## src/rtl/sat_add.sv

```systemverilog
// (m+1)-bit signed adder: widens an m-bit operand and an n-bit sample, flags
// signed overflow of the m-bit result and optionally clamps to min/max.
module sat_add #(
  parameter int n   = 16,
  parameter int m   = 24,
  parameter int sat = 0
) (
  input  logic signed [m-1:0] a,
  input  logic signed [n-1:0] b,
  output logic signed [m-1:0] res,
  output logic                ovf
);

  logic signed [m:0] ax;
  logic signed [m:0] bx;
  logic signed [m:0] sum;

  assign ax  = {a[m-1], a};
  assign bx  = {{(m+1-n){b[n-1]}}, b};
  assign sum = ax + bx;
  // One guard bit is enough: the top two bits disagree only when the m-bit result overflowed.
  assign ovf = sum[m] ^ sum[m-1];

  always_comb begin
    res = sum[m-1:0];
    if (ovf && (sat != 0)) begin
      res = sum[m] ? {1'b1, {(m-1){1'b0}}} : {1'b0, {(m-1){1'b1}}};
    end
  end

endmodule

```

## src/rtl/integrate_dump.sv

```systemverilog
// Multi-channel time-multiplexed integrate-and-dump accumulator; each channel
// sums len of its own samples and emits the total with channel and overflow flag.
module integrate_dump #(
  parameter  int n   = 16,
  parameter  int m   = 24,
  parameter  int ch  = 4,
  parameter  int len = 256,
  parameter  int sat = 0,
  localparam int chw = (ch > 1) ? $clog2(ch) : 1,
  localparam int lw  = (len > 1) ? $clog2(len) : 1
) (
  input  logic                  clk,
  input  logic                  clr_n,
  input  logic                  sync,
  input  logic                  in_valid,
  input  logic signed [n-1:0]   in,
  output logic [chw-1:0]        ch_ptr,
  output logic                  out_valid,
  output logic signed [m-1:0]   out,
  output logic [chw-1:0]        out_ch,
  output logic                  out_ovf
);

  localparam logic [chw-1:0] plast = chw'(ch - 1);
  localparam logic [lw-1:0]  flast = lw'(len - 1);

  logic signed [m-1:0] acc [ch];
  logic [ch-1:0]       ovf;
  logic [lw-1:0]       fcnt;

  logic signed [m-1:0] cur;
  logic                cur_ovf;
  logic signed [m-1:0] res;
  logic                sovf;
  logic                dump;

  // Read port: select the accumulator owned by the channel of the incoming sample.
  always_comb begin
    cur     = '0;
    cur_ovf = 1'b0;
    for (int i = 0; i < ch; i++) begin
      if (ch_ptr == chw'(i)) begin
        cur     = acc[i];
        cur_ovf = ovf[i];
      end
    end
  end

  assign dump = in_valid && (fcnt == flast);

  sat_add #(
    .n   (n),
    .m   (m),
    .sat (sat)
  ) u_add (
    .a   (cur),
    .b   (in),
    .res (res),
    .ovf (sovf)
  );

  always_ff @(posedge clk or negedge clr_n) begin
    if (!clr_n) begin
      for (int i = 0; i < ch; i++) acc[i] <= '0;
      ovf       <= '0;
      ch_ptr    <= '0;
      fcnt      <= '0;
      out_valid <= 1'b0;
      out       <= '0;
      out_ch    <= '0;
      out_ovf   <= 1'b0;
    end else begin
      out_valid <= 1'b0;
      if (sync) begin
        for (int i = 0; i < ch; i++) acc[i] <= '0;
        ovf    <= '0;
        ch_ptr <= '0;
        fcnt   <= '0;
      end else if (in_valid) begin
        ch_ptr <= (ch_ptr == plast) ? '0 : ch_ptr + 1'b1;
        if (ch_ptr == plast) begin
          fcnt <= (fcnt == flast) ? '0 : fcnt + 1'b1;
        end
        // A dumping channel restarts from zero so the next period loses no sample.
        for (int i = 0; i < ch; i++) begin
          if (ch_ptr == chw'(i)) begin
            acc[i] <= dump ? '0 : res;
            ovf[i] <= dump ? 1'b0 : (ovf[i] | sovf);
          end
        end
        if (dump) begin
          out       <= res;
          out_ch    <= ch_ptr;
          out_ovf   <= cur_ovf | sovf;
          out_valid <= 1'b1;
        end
      end
    end
  end

endmodule

```

## config.mk

```make
export PLATFORM = sky130hd
export DESIGN_NAME = integrate_dump
export DESIGN_NICKNAME = d
export VERILOG_FILES = /design/src/rtl/sat_add.sv /design/src/rtl/integrate_dump.sv
export SDC_FILE = /design/constraint.sdc
export NUM_CORES = 1
export LEC_CHECK = 0
export BUFFER_PORTS_ARGS = -buffer_cell sky130_fd_sc_hd__buf_2
export CORE_UTILIZATION = 40
export CTS_CLUSTER_SIZE = 25
export DETAILED_ROUTE_END_ITERATION = 10
export GPL_TIMING_DRIVEN = 0
export PLACE_DENSITY = 0.68
export SYNTH_ARGS = -nofsm -noshare
export SYNTH_HDL_FRONTEND = slang
export SYNTH_HIERARCHICAL = 1
export SYNTH_SLANG_ARGS = --single-unit
```

## constraint.sdc

```tcl
create_clock -name clk -period 3.8 [get_ports clk]
set_clock_uncertainty 0.15 [all_clocks]
set_input_delay 0.19 -clock clk [delete_from_list [all_inputs] [get_ports clk]]
set_output_delay 0.19 -clock clk [all_outputs]
set_load 0.005 [all_outputs]
```

# [Word-level counts from Yosys, hierarchy flattened]
# Index checks and enable logic that the tools add are counted.
[op_classes] reduce_logical=12 n_div=0 n_eq_ne=4 n_mux=35 order_cmp=0 shift=0 add_sub_neg=3 n_mul=0 bitwise_logic=7
[op_table] operator="24-bit 2-to-1 mux" n=9
[op_table] operator="96-bit 2-to-1 mux" n=2
[op_table] operator="8-bit 2-to-1 mux" n=4
[op_table] operator="24-bit by 16-bit adder with 25-bit output" n=1
[op_table] operator="1-bit 2-to-1 mux" n=15
[op_table] operator="2-bit nonzero test" n=5
[op_table] operator="8-bit by 1-bit adder with 8-bit output, second input constant" n=1
[op_table] operator="8-bit == test, second input constant" n=1
[op_table] operator="4-bit 2-to-1 mux" n=2
[op_table] operator="2-bit AND reduction" n=4
[op_table] operator="2-bit 2-to-1 mux" n=3
[op_table] operator="1-bit OR" n=5
[op_table] operator="2-bit == test, second input constant" n=2
[op_table] operator="3-bit AND reduction" n=1
[op_table] operator="2-bit by 1-bit adder with 2-bit output, second input constant" n=1
[op_table] operator="2-bit by 1-bit == test with 1-bit output, second input constant" n=1
[op_table] operator="2-bit zero test" n=1
[op_table] operator="1-bit logical AND" n=1
[op_table] operator="1-bit NOT" n=1
[op_table] operator="1-bit bitwise XOR" n=1
[totals] ram_bits=0 inputBits=20 n_memories=0 out_inout_bits=30 mem_bits_ro=0 reg_bits=138 latch_bits=0

# [Logic depth before layout (Yosys ltp)]
# Gate-level depths: netlist of run 1.
[depth] ltp_word=12 mapped_depth=19 depth_no_buf=17

# [By module]
# Netlist of run 1, hierarchy kept.
[by_module_without_submodules] module="integrate_dump" area_per_inst_um2=5954.5 seq_area_each_um2=3453.3 instances=1 cells_per_inst=481
[by_module_without_submodules] module="sat_add" area_per_inst_um2=1176.1 seq_area_each_um2=0.0 instances=1 cells_per_inst=160

# [Least setup slack after synthesis of run 1]
# Ideal clock, no wire load.
[synth_timing] path_kind="register to register" from="register ch_ptr[0]" to="register ovf[2]" required_ns=3.551 path_buffers=2 slack_ns=-0.419 arrival_ns=3.969 path_stages_with_launch=19 setup_ns=0.099 cell_sequence="dfrtp_1 inv_1 ha_1 buf_2 nor2b_1 clkbuf_1 a221oi_1 o31ai_1 ha_1 a21o_1 a221oi_2 or4b_4 nand2_2 a41o_1 a31oi_1 xor2_1 inv_1 o21a_1 a311oi_1"
[synth_between] elab_chain_cells=12 word_cells_on_any_way=17 cone_classes="1 x add/sub; 3 x eq/ne; 8 x mux; 2 x bitwise; 3 x reduce/logical"
[synth_rtl] item="start: declaration" line_no="integrate_dump.sv:17" rtl="output logic [chw-1:0] ch_ptr,"
[synth_rtl] item="start signal: assignment" line_no="integrate_dump.sv:80" rtl="ch_ptr <= (ch_ptr == plast) ? '0 : ch_ptr + 1'b1;"
[synth_rtl] item="2-bit zero test" line_no="integrate_dump.sv:42" rtl="if (ch_ptr == chw'(i)) begin"
[synth_rtl] item="24-bit 2-to-1 mux (3 in a row)" line_no="integrate_dump.sv:42"
[synth_rtl] item="24-bit 2-to-1 mux (*)" line_no="integrate_dump.sv:42"
[synth_rtl] item="via cur[4]" line_no="integrate_dump.sv:31" rtl="logic signed [m-1:0] cur;"
[synth_rtl] item="24-bit by 16-bit adder with 25-bit output (*)" line_no="sat_add.sv:20" rtl="assign sum = ax + bx;"
[synth_rtl] item="1-bit bitwise XOR (*)" line_no="sat_add.sv:22" rtl="assign ovf = sum[m] ^ sum[m-1];"
[synth_rtl] item="via sovf" line_no="integrate_dump.sv:34" rtl="logic sovf;"
[synth_rtl] item="1-bit OR (*)" line_no="integrate_dump.sv:88" rtl="ovf[i] <= dump ? 1'b0 : (ovf[i] | sovf);"
[synth_rtl] item="1-bit 2-to-1 mux (*)" line_no="integrate_dump.sv:88"
[synth_rtl] item="1-bit 2-to-1 mux (*)" line_no="integrate_dump.sv:86" rtl="if (ch_ptr == chw'(i)) begin"
[synth_rtl] item="4-bit 2-to-1 mux (*)" line_no="integrate_dump.sv:79" rtl="end else if (in_valid) begin"
[synth_rtl] item="4-bit 2-to-1 mux (*)" line_no="integrate_dump.sv:74" rtl="if (sync) begin"
[synth_rtl] item="end signal: indexed assignment" line_no="integrate_dump.sv:88"
[synth_rtl] item="end: declaration" line_no="integrate_dump.sv:28" rtl="logic [ch-1:0] ovf;"
# The timed path passes the listed nets; every way through them passes the cells marked *. The select of a mux whose other input is x is not followed.
# A chain may end at the register's enable or synchronous reset.

# [Final worst setup path of run 1]
# Same ends and word-level chain as after synthesis.

==> results of run 1 <==
cell usage in the layout (no fill, tap or decap), types with 7 or more instances in the layout:
cell and count:
sky130_fd_sc_hd__a21oi_2 8, sky130_fd_sc_hd__clkbuf_1 15, sky130_fd_sc_hd__buf_2 54, sky130_fd_sc_hd__ha_2 9
sky130_fd_sc_hd__a21o_1 7, sky130_fd_sc_hd__ha_1 15, sky130_fd_sc_hd__buf_6 18, sky130_fd_sc_hd__inv_1 10
sky130_fd_sc_hd__dfrtp_1 136, sky130_fd_sc_hd__clkbuf_16 19, sky130_fd_sc_hd__a31oi_1 7, sky130_fd_sc_hd__nor2b_1 24
sky130_fd_sc_hd__nor2_1 10, sky130_fd_sc_hd__nand2_1 45, sky130_fd_sc_hd__o31ai_1 18, sky130_fd_sc_hd__buf_4 42
sky130_fd_sc_hd__nand4_1 7, sky130_fd_sc_hd__a221oi_1 13, sky130_fd_sc_hd__mux2_2 21, sky130_fd_sc_hd__a22o_1 96
sky130_fd_sc_hd__a21oi_1 24, sky130_fd_sc_hd__a221oi_2 7
power breakdown:
part           internal (uW)  switching [uW]
Combinational            699             901
Sequential              1570            69.2
Clock                    962             671
Total                   3230            1640
tightest hold or removal path: cells and delay by family:
kind / cells / cell delay (ns)
adder cells (fa/ha/maj): 1 / 0.16
AO/OA/AOI/OAI: 1 / 0.13
buffers and inverters: 1 / 0.10
cell families after synthesis:
kind of cell               count (synthesis)  synth area share, %
AOI/OAI and AO/OA                        238                 26.1
xor gates and xnor gates                  24                 2.95
adders and majority gates                 30                 5.37
buffers and inverters                     59                 3.42
DFF                                      138                 48.4
muxes                                     28                 4.40
and+or+nand+nor                          124                 9.37
through the flow:
step / std cells / hold WS [ns] / instance area, um^2 / util [%] / TNS, ns
4_1_cts: 984 / 0.0372 / 9200 / 53.0 / -8.10
2_1_floorplan: 641 / -0.256 / 7250 / - / -0.0355
3_3_place_gp: 915 / 0.322 / 7780 / 44.8 / -39.79
5_1_grt: 1000 / 0.0442 / 9590 / 55.2 / -13.88
6_report: 1000 / 0.0317 / 9590 / 55.2 / -8.11
3_5_place_dp: 916 / 0.0609 / 7810 / 45.0 / -42.20
how the worst max path moves through the flow:
stage / start / to / slack (ns) / cells past startpoint
4_1_cts: ch_ptr[1]$_DFFE_PN0P_ / ovf[2]$_DFFE_PN0P_ / -0.35 / 17
5_1_grt: ch_ptr[0]$_DFFE_PN0P_ / ovf[2]$_DFFE_PN0P_ / -0.47 / 16
6_report: ch_ptr[0]$_DFFE_PN0P_ / ovf[2]$_DFFE_PN0P_ / -0.35 / 19
2_1_floorplan: ch_ptr[0]$_DFFE_PN0P_ / out_ovf$_DFFE_PN0P_ / -0.02 / 17
3_5_place_dp: ch_ptr[0]$_DFFE_PN0P_ / ovf[2]$_DFFE_PN0P_ / -1.01 / 15
3_3_place_gp: ch_ptr[0]$_DFFE_PN0P_ / ovf[2]$_DFFE_PN0P_ / -0.90 / 15
area by class of cell:
cell class	instances	area, um^2	share of cell area (%)
sequential	138	3460	36.0
multi-input combinational	444	4140	43.2
clock inverter	15	151	1.58
inverter	13	51.3	0.535
tap	225	282	2.94
clock buffer	17	425	4.44
buffer	43	313	3.26
timing repair buffer	105	768	8.01
registers in the layout (all words and copies together), names as in the netlist:
name / cells
ch_ptr: 2
out_valid: 1
out_ovf: 1
fcnt: 8
out: 24
acc: 96
ovf: 4
out_ch: 2
metal layers:
metal,global-route usage [%],vias to the layer above
li1,-,2711
met2,39.4,199
met3,5.16,54
met1,30.4,3158
met4,9.68,0
met5,0.278,-
repair_timing:
| item | in CTS | in global routing |
|---|---|---|
| setup endpoints to repair | 85 | 75 |
| setup buffers | 36 | 19 |
| endpoints found under the hold margin | 58 | 0 |
| gates cloned | 1 | 0 |
| pin swaps | 44 | 49 |
| resized for setup | 95 | 67 |
| hold buffers | 1 | 0 |
==> run metrics, run 1 <==
met1 wire length=8840 um; terminating pin of the worst hold path=acc[0]$_DFFE_PN0P_; Max Clk Rate=241 MHz; count leader, synth=sky130_fd_sc_hd__dfrtp_1; worst slew pin tran=0.788 ns; TritonCTS clock tree=done; half-perimeter wire length of the detailed placement result=13,500 um; kind of capture point of the worst setup path=register; area fraction of the dominant cell type after synthesis=48.4%; fraction of final layout cells sized beyond drive strength 1=36.5%; leakage power summed over all cells=0.00443 uW; Global Route Usage Sum=23.9%; number of stages on the worst hold path=3; FFs w/ async S/R, synth=100%; largest net degree at the start of global routing=81; worst reg-to-reg setup slack=-0.35 ns; Fin. Hold Viols=0; Pre-antenna DRT Iters=5; startpoint kind of the worst setup timing path=register; final setup fails=52; synthesized flop and latch total=138; delay of the slowest critical-path stage=0.43 ns; sinks on the clock net=138; crit-path most repeated cell=sky130_fd_sc_hd__buf_6; standard-cell row count=48; count of warnings emitted by yosys=6; routed length per placed instance=21.2 um; prevailing post-synth register cell=sky130_fd_sc_hd__dfrtp_1; total die area=0.0184 mm^2; number of global-route vias before repair=6,125; total vias in the final route=6,122; first-pass GRT wire length=33,100 um; first-iteration detailed-routing DRC count=433; n_diodes=0; type of the worst min-delay path=input port to register; hold path startpoint=in[0]; number of filler instances in the final layout=1,395; crit share post-route=109%; worst setup slack before clock tree synthesis=-1.01 ns; sum of routed wire length over all layers=21,200 um; synthesized instance count=641; net count reported at finish=812; standard cell with the maximum stage delay on the critical path=sky130_fd_sc_hd__dfrtp_2; last weighted congestion value of the routability-driven placer=0.856; top cell types by occurrence after synthesis=sky130_fd_sc_hd__dfrtp_1 (138), sky130_fd_sc_hd__a22o_1 (96), sky130_fd_sc_hd__nand2_1 (48); unique cell type count in the Yosys netlist=56; I/O Pins=50; violations in the final reports=negative setup slack; crit-path leading delay family=compound AO/OA/AOI/OAI gates; largest fanout on the critical path=6; final global-route overflow total=0; outcome=complete, but fails checks; height of the chip=136 um; fraction of the yosys area taken by sequential cells=48.4%; net count after synthesis=691; Cell Area, Synth=0.00713 mm^2; min Tclk post-route=4.15 ns; uppermost layer routed=met4; maximum count of clock buffers along a single path=2; initial core utilization=41.1%; clock root buffer=sky130_fd_sc_hd__clkbuf_16; Final WS setup=-0.351 ns; floorplan die width=136 um; maximum resistive drop on vdd=390 uV; average size of a mapped cell=11.1 um^2; level count of the clock H-tree=4; number of routed nets with antenna violations=0; count of maximum capacitance violations=0; Power Dens Cells=508 mW/mm^2; Pins Over Slew Limit=0; routed via count divided by cell count=6.12; met3 wire length=1160 um; worst-case headroom to the max-slew limit=47.4%; ordered cell list for the critical path=buf_6 -> ha_4 -> nor2b_4 -> buf_8 -> buf_6 -> buf_4 -> a221oi_1 -> o31ai_1 -> ha_2 -> a21oi_2 -> o21a_4 -> o21ai_1 -> nand3_1 -> o211ai_1 -> a31oi_4 -> xor2_4 -> inv_2 -> o21a_1 -> a311oi_2; number of enable flip-flop cells after synthesis=0; DR DRC count=0; total of buffers placed on input and output ports=49; worst flop-to-flop path startpoint=ch_ptr[0]$_DFFE_PN0P_; type of the worst setup path=register to register; clock latency reported for the late side of the worst-skew pair=0.44 ns; total power=4870 uW; critical path buffer and inverter count=5; endpoint arrival time on the critical path=4.35 ns; number of antenna violations at the first check in global routing=0; setup repair after global routing missed its margin=true; required time worst endpoint=4.00 ns; detailed route wirelength on metal2=10,600 um; standard cell core area=0.0174 mm^2; terminus of the critical flop-to-flop path=ovf[2]$_DFFE_PN0P_; Area Growth Syn to Fin=34.4%; clock transition at the registers of the reported paths=0.06 ns; top cell type by total area after synthesis=sky130_fd_sc_hd__dfrtp_1; largest cells by area after synthesis=sky130_fd_sc_hd__dfrtp_1 (48%), sky130_fd_sc_hd__a22o_1 (12%), sky130_fd_sc_hd__ha_1 (5.1%), sky130_fd_sc_hd__mux2_2 (4.1%), sky130_fd_sc_hd__a221oi_1 (2.9%); Num CTS Buffers=17; Reg2Reg Depth=19
Note: power is estimated with default switching activity, not from simulation.
==> run 2: changes to the inputs <==
SYNTH_HIERARCHICAL = default   (was 1)
==> run metrics, run 2 <==
Area Growth Syn to Fin=27.5%; footprint of the flip-flops and latches=0.00345 mm^2; height of the chip=137 um; routed via count divided by cell count=5.84; adder-cell share of the synthesized area=5.29%; commonest non-fill, non-tap cell in the layout=sky130_fd_sc_hd__nand2_1; Pre-antenna DRT Iters=6; crit share post-route=101%; number of filler instances in the final layout=1,581; number of placed instances with taps included=1,076; sinks on the clock net=138; last weighted congestion value of the routability-driven placer=0.916; total vias in the final route=6,658; Num CTS Buffers=17; top cell type by total area after synthesis=sky130_fd_sc_hd__dfrtp_1; net count reported at finish=954; total power=6670 uW; floorplan die width=137 um; violations in the final reports=negative setup slack; first-iteration detailed-routing DRC count=591; count of maximum capacitance violations=0; standard cell core area=0.0175 mm^2; TritonCTS clock tree=done; prevailing post-synth register cell=sky130_fd_sc_hd__dfrtp_1; startpoint kind of the worst setup timing path=register; type of the worst setup path=register to register; net count after synthesis=853; largest fanout on the critical path=7; area share of and/or/nand/nor cells after synthesis=15.3%; worst-case headroom to the max-slew limit=36.3%; xor/xnor cell area share of the yosys netlist=3.59%; DR DRC count=0; Global Route Usage Sum=25.5%; n_diodes=0; synthesized flop and latch total=138; largest net degree at the start of global routing=85; largest registers=acc (96), out (24), fcnt (8); setup repair after global routing missed its margin=true; maximum resistive drop on vdd=418 uV; Max Clk Rate=261 MHz; flip-flop count of the largest register after layout=96; fraction of the yosys area taken by sequential cells=47.7%; Pins Over Slew Limit=0; worst setup slack before clock tree synthesis=-1.07 ns; half-perimeter wire length of the detailed placement result=15,500 um; Top reg by flops=acc; total of buffers placed on input and output ports=47; maximum count of clock buffers along a single path=2; number of routed nets with antenna violations=0; multi-input logic area=0.00395 mm^2; Power Dens Cells=722 mW/mm^2; number of antenna violations at the first check in global routing=0; clock root buffer=sky130_fd_sc_hd__clkbuf_16; sum of routed wire length over all layers=23,000 um; leakage power summed over all cells=0.00428 uW; min Tclk post-route=3.84 ns; standard-cell row count=48; outcome=complete, but fails checks; initial core utilization=41.4%; Cell Area, Synth=0.00724 mm^2; clock latency reported for the late side of the worst-skew pair=0.44 ns; post-route non-filler standard cell count=1,141; clock transition at the registers of the reported paths=0.06 ns; area fraction of the dominant cell type after synthesis=47.7%; final setup fails=7; commonest cells after routing, fill and taps aside=sky130_fd_sc_hd__nand2_1 (169), sky130_fd_sc_hd__dfrtp_1 (137), sky130_fd_sc_hd__o21ai_0 (90); type of the worst min-delay path=input port to register; Fin. Hold Viols=0; count of warnings emitted by yosys=0; first-pass GRT wire length=35,100 um; final global-route overflow total=0; FFs w/ async S/R, synth=100%; number of global-route vias before repair=6,267; proportion of synthesized area in mux cells=1.31%; final sum of negative setup slack=-0.164 ns; endpoint arrival time on the critical path=3.99 ns; complex-gate fraction of the synthesized area=23.4%; top cell types by occurrence after synthesis=sky130_fd_sc_hd__nand2_1 (170), sky130_fd_sc_hd__dfrtp_1 (138), sky130_fd_sc_hd__o21ai_0 (106); level count of the clock H-tree=4; worst slew pin tran=0.951 ns; synthesized instance count=803; largest cells by area after synthesis=sky130_fd_sc_hd__dfrtp_1 (48%), sky130_fd_sc_hd__nand2_1 (8.8%), sky130_fd_sc_hd__o21ai_0 (7.3%), sky130_fd_sc_hd__ha_1 (5.0%), sky130_fd_sc_hd__a21oi_1 (3.7%); unique cell type count in the Yosys netlist=56; average size of a mapped cell=9.02 um^2; number of enable flip-flop cells after synthesis=0; combinational family with the most area after synthesis=compound AO/OA/AOI/OAI gates; Final WS setup=-0.0361 ns; I/O Pins=50; required time worst endpoint=3.96 ns; routed length per placed instance=20.2 um; number of stages on the worst hold path=3; total die area=0.0187 mm^2; fraction of final layout cells sized beyond drive strength 1=23.8%; Reg2Reg Depth=16; kind of capture point of the worst setup path=register; count leader, synth=sky130_fd_sc_hd__nand2_1
-- run 2: logic make-up after synthesis --
kind of cell               Yosys count
AOI/OAI and AO/OA                  271
xor gates and xnor gates            28
adders and majority gates           30
buffers and inverters               65
DFF                                138
muxes                                9
and+or+nand+nor                    262
-- run 2: cell type report --
class / count / share of cell area [%]
Multi-Input combinational cell: 600 / 42.7
Buffer: 44 / 2.87
Tap cell: 225 / 3.05
Clock inverter: 10 / 1.80
Timing Repair Buffer: 91 / 6.68
Sequential cell: 138 / 37.4
Clock buffer: 21 / 4.99
Inverter: 12 / 0.488
-- run 2: critical path: stages (launching register included) --
cell	delay, ns
sky130_fd_sc_hd__dfrtp_2	0.45
sky130_fd_sc_hd__inv_2	0.11
sky130_fd_sc_hd__ha_4	0.16
sky130_fd_sc_hd__nor2b_4	0.22
sky130_fd_sc_hd__clkbuf_16	0.20
sky130_fd_sc_hd__a22oi_2	0.06
sky130_fd_sc_hd__nor2_1	0.10
sky130_fd_sc_hd__a21oi_1	0.05
sky130_fd_sc_hd__o21ai_2	0.18
sky130_fd_sc_hd__ha_1	0.28
sky130_fd_sc_hd__a211oi_2	0.23
sky130_fd_sc_hd__o21ai_2	0.11
sky130_fd_sc_hd__o31a_1	0.31
sky130_fd_sc_hd__a311o_2	0.49
sky130_fd_sc_hd__nor4b_4	0.16
sky130_fd_sc_hd__a211oi_2	0.33
sky130_fd_sc_hd__o21ai_1	0.12
-- run 2: routing by layer --
layer | up-vias | GRT usage, % | wire length [um]
met5 | - | 0 | 0
met4 | 0 | 12.5 | 903
met3 | 69 | 5.30 | 1870
met2 | 309 | 38.6 | 10400
met1 | 3263 | 34.7 | 9860
li1 | 3017 | - | -
-- run 2: timing repair --
action	4_1_cts	5_1_grt
gates cloned	0	0
gates resized for setup	65	64
endpoints found under the hold margin	84	0
endpoints found under the setup margin	103	79
pin swaps	23	38
buffers inserted	25	17
hold buffers	2	0
-- run 2: power by group --
group / internal, uW / leakage, uW / switching, uW
logic: 1150 / 0.00215 / 1600
registers: 1880 / 0.00183 / 234
clock network: 1130 / 0.000300 / 673
-- run 2: final timing paths --
check | start | end | slack [ns]
min in group asynchronous | clr_n | acc[39]$_DFFE_PN0P_ | 0.24
worst min-delay path | in_valid | acc[26]$_DFFE_PN0P_ | 0.02
worst max register to register | ch_ptr[0]$_DFFE_PN0P_ | acc[41]$_DFFE_PN0P_ | -0.04
worst min register to register | out[4]$_DFFE_PN0P_ | out[4]$_DFFE_PN0P_ | 0.32
worst max-delay path | ch_ptr[0]$_DFFE_PN0P_ | acc[41]$_DFFE_PN0P_ | -0.04
max in group asynchronous | clr_n | fcnt[7]$_DFFE_PN0P_ | 2.49
-- run 2: per-stage QoR --
stage	util (%)	hold slack (ns)	instance area, um^2
2_1_floorplan	-	-0.256	7250
3_3_place_gp	44.4	0.305	7770
3_5_place_dp	44.6	0.158	7800
4_1_cts	50.9	0.0000423	8890
5_1_grt	52.8	0.0103	9240
6_report	52.8	0.0163	9240
==> run 3: changes to the inputs <==
CTS_BUF_LIST = sky130_fd_sc_hd__clkbuf_8   (was default)
PLACE_DENSITY = 0.7   (was 0.68)
SLEW_MARGIN = 10   (was default)
==> run metrics, run 3 (synthesis results as in run 2) <==
number of global-route vias before repair=6,372; Area Growth Syn to Fin=26.6%; endpoint arrival time on the critical path=4.17 ns; total of buffers placed on input and output ports=47; number of filler instances in the final layout=1,549; startpoint kind of the worst setup timing path=register; setup repair after global routing missed its margin=true; summed area of non-filler cells in the final layout=0.00917 mm^2; Final WS setup=-0.168 ns; floorplan die width=137 um; Reg2Reg Depth=19; clock latency reported for the late side of the worst-skew pair=0.46 ns; first-iteration detailed-routing DRC count=641; level count of the clock H-tree=4; Num CTS Buffers=17; maximum count of clock buffers along a single path=2; Global Route Usage Sum=25.5%; largest fanout on the critical path=8; outcome=complete, but fails checks; n_diodes=0; Fin. Hold Viols=0; worst-case headroom to the max-slew limit=32.3%; final sum of negative setup slack=-2.26 ns; Pins Over Slew Limit=0; commonest non-fill, non-tap cell in the layout=sky130_fd_sc_hd__nand2_1; standard-cell row count=48; required time worst endpoint=4.00 ns; min Tclk post-route=3.97 ns; post-route non-filler standard cell count=1,145; worst flop-to-flop path startpoint=ch_ptr[0]$_DFFE_PN0P_; final setup fails=31; worst slew pin tran=1.02 ns; footprint of the flip-flops and latches=0.00345 mm^2; Max Clk Rate=252 MHz; share of total power in the clock network=19.1%; routed via count divided by cell count=5.84; largest net degree at the start of global routing=87; number of routed nets with antenna violations=0; largest registers=acc (96), out (24), fcnt (8); I/O Pins=50; total vias in the final route=6,687; clock root buffer=sky130_fd_sc_hd__clkbuf_8; P_sw=2490 uW; Pre-antenna DRT Iters=5; net count reported at finish=958; crit share post-route=104%; initial core utilization=41.4%; sinks on the clock net=138; flip-flop count of the largest register after layout=96; ordered cell list for the critical path=buf_6 -> ha_4 -> nor2b_4 -> buf_6 -> clkbuf_16 -> a22oi_2 -> nor2_2 -> a21oi_2 -> o21ai_4 -> buf_4 -> fa_2 -> a211oi_2 -> o21ai_2 -> a21boi_2 -> o41ai_4 -> buf_4 -> a21boi_2 -> xnor2_2 -> mux2_2; violations in the final reports=negative setup slack; crit-path leading delay family=compound AO/OA/AOI/OAI gates; total power=6170 uW; terminus of the critical flop-to-flop path=out[20]$_DFFE_PN0P_; standard cell core area=0.0175 mm^2; final global-route overflow total=0; number of placed instances with taps included=1,076; maximum resistive drop on vdd=313 uV; stages on the worst setup path=19; number of antenna violations at the first check in global routing=0; end-of-flow core utilization=52.5%; first-pass GRT wire length=35,100 um; last weighted congestion value of the routability-driven placer=0.963; commonest cells after routing, fill and taps aside=sky130_fd_sc_hd__nand2_1 (166), sky130_fd_sc_hd__dfrtp_1 (138), sky130_fd_sc_hd__o21ai_0 (67); routed length per placed instance=20.0 um; total die area=0.0187 mm^2; DR DRC count=0; worst reg-to-reg setup slack=-0.17 ns; standard cell with the maximum stage delay on the critical path=sky130_fd_sc_hd__o41ai_4; height of the chip=137 um; fraction of final layout cells sized beyond drive strength 1=26.7%; portion of total power attributed to combinational logic=46.5%; cell-internal power=3680 uW; TritonCTS clock tree=done; standard cell area after detailed placement=0.00780 mm^2; count of maximum capacitance violations=0; sum of routed wire length over all layers=22,800 um; Top reg by flops=acc; clock transition at the registers of the reported paths=0.08 ns; critical path buffer and inverter count=5; share of power burned in registers=34.3%; delay of the slowest critical-path stage=0.48 ns; type of the worst setup path=register to register; Power Dens Cells=673 mW/mm^2; switching portion of total power=40.4%; multi-input logic area=0.00411 mm^2; half-perimeter wire length of the detailed placement result=15,200 um; leakage power summed over all cells=0.00423 uW; kind of capture point of the worst setup path=register; type of the worst min-delay path=input port to asynchronous set/reset pin
-- run 3: cell types whose count changed in the layout (fill, tap and decap cells not counted), sizes merged --
cell / delta
clkinv: +4
bufinv: -3
dlygate4sd3: +1
buf: +2
clkbuf: +1
clkinvlp: -1
-- run 3: area by class of cell --
type,instances,share of cell area (%)
Clock buffer,21,3.15
Tap cell,225,3.07
Clock inverter,10,1.01
Multi-Input combinational cell,600,44.8
Buffer,45,2.85
Inverter,12,0.491
Timing Repair Buffer,94,7.02
Sequential cell,138,37.6
-- run 3: power by group through the flow --
stage               registers, uW  logic [uW]  clock network (uW)
CTS                          2100        2310                1190
finish                       2120        2870                1180
floorplan                    2070        1470                   0
detailed placement           2130        2010                   0
global placement             2110        1980                   0
global route                 2170        3090                1250
-- run 3: layer usage --
metal / track usage [%] / wire [um] / vias to the layer above
met2: 37.8 / 10500 / 296
met5: 0 / 0 / -
met3: 6.04 / 1790 / 45
met1: 35.3 / 9860 / 3317
met4: 11.4 / 718 / 0
li1: - / - / 3029
-- run 3: stage by stage --
stage               hold WS [ns]  setup slack, ns
floorplan                 -0.256           0.0126
global placement           0.307            -1.04
finish                    0.0794           -0.168
global route               0.111           -0.268
detailed placement        0.0304            -1.03
CTS                       0.0135          -0.0738
-- run 3: how the worst max path moves through the flow --
stage	from	endpoint	slack (ns)
global placement	ch_ptr[1]$_DFFE_PN0P_	out_ovf$_DFFE_PN0P_	-1.04
finish	ch_ptr[0]$_DFFE_PN0P_	out[20]$_DFFE_PN0P_	-0.17
global route	ch_ptr[0]$_DFFE_PN0P_	out[20]$_DFFE_PN0P_	-0.27
detailed placement	ch_ptr[1]$_DFFE_PN0P_	out_ovf$_DFFE_PN0P_	-1.03
floorplan	ch_ptr[1]$_DFFE_PN0P_	acc[17]$_DFFE_PN0P_	0.01
CTS	ch_ptr[0]$_DFFE_PN0P_	acc[67]$_DFFE_PN0P_	-0.07
-- run 3: worst register-to-register path, stage by stage (launching register included) --
cell and delay [ns]:
sky130_fd_sc_hd__dfrtp_1 0.44, sky130_fd_sc_hd__buf_6 0.15, sky130_fd_sc_hd__ha_4 0.18, sky130_fd_sc_hd__nor2b_4 0.11
sky130_fd_sc_hd__buf_6 0.12, sky130_fd_sc_hd__clkbuf_16 0.15, sky130_fd_sc_hd__a22oi_2 0.06, sky130_fd_sc_hd__nor2_2 0.13
sky130_fd_sc_hd__a21oi_2 0.05, sky130_fd_sc_hd__o21ai_4 0.21, sky130_fd_sc_hd__buf_4 0.15, sky130_fd_sc_hd__fa_2 0.24
sky130_fd_sc_hd__a211oi_2 0.10, sky130_fd_sc_hd__o21ai_2 0.25, sky130_fd_sc_hd__a21boi_2 0.13, sky130_fd_sc_hd__o41ai_4 0.48
sky130_fd_sc_hd__buf_4 0.22, sky130_fd_sc_hd__a21boi_2 0.06, sky130_fd_sc_hd__xnor2_2 0.19, sky130_fd_sc_hd__mux2_2 0.29
-- run 3: timing repair --
item,CTS,global route
setup buffers,24,20
setup endpoints to repair,97,87
resized for setup,59,129
endpoints found under the hold margin,55,0
hold buffers,3,0
pin swaps,24,67
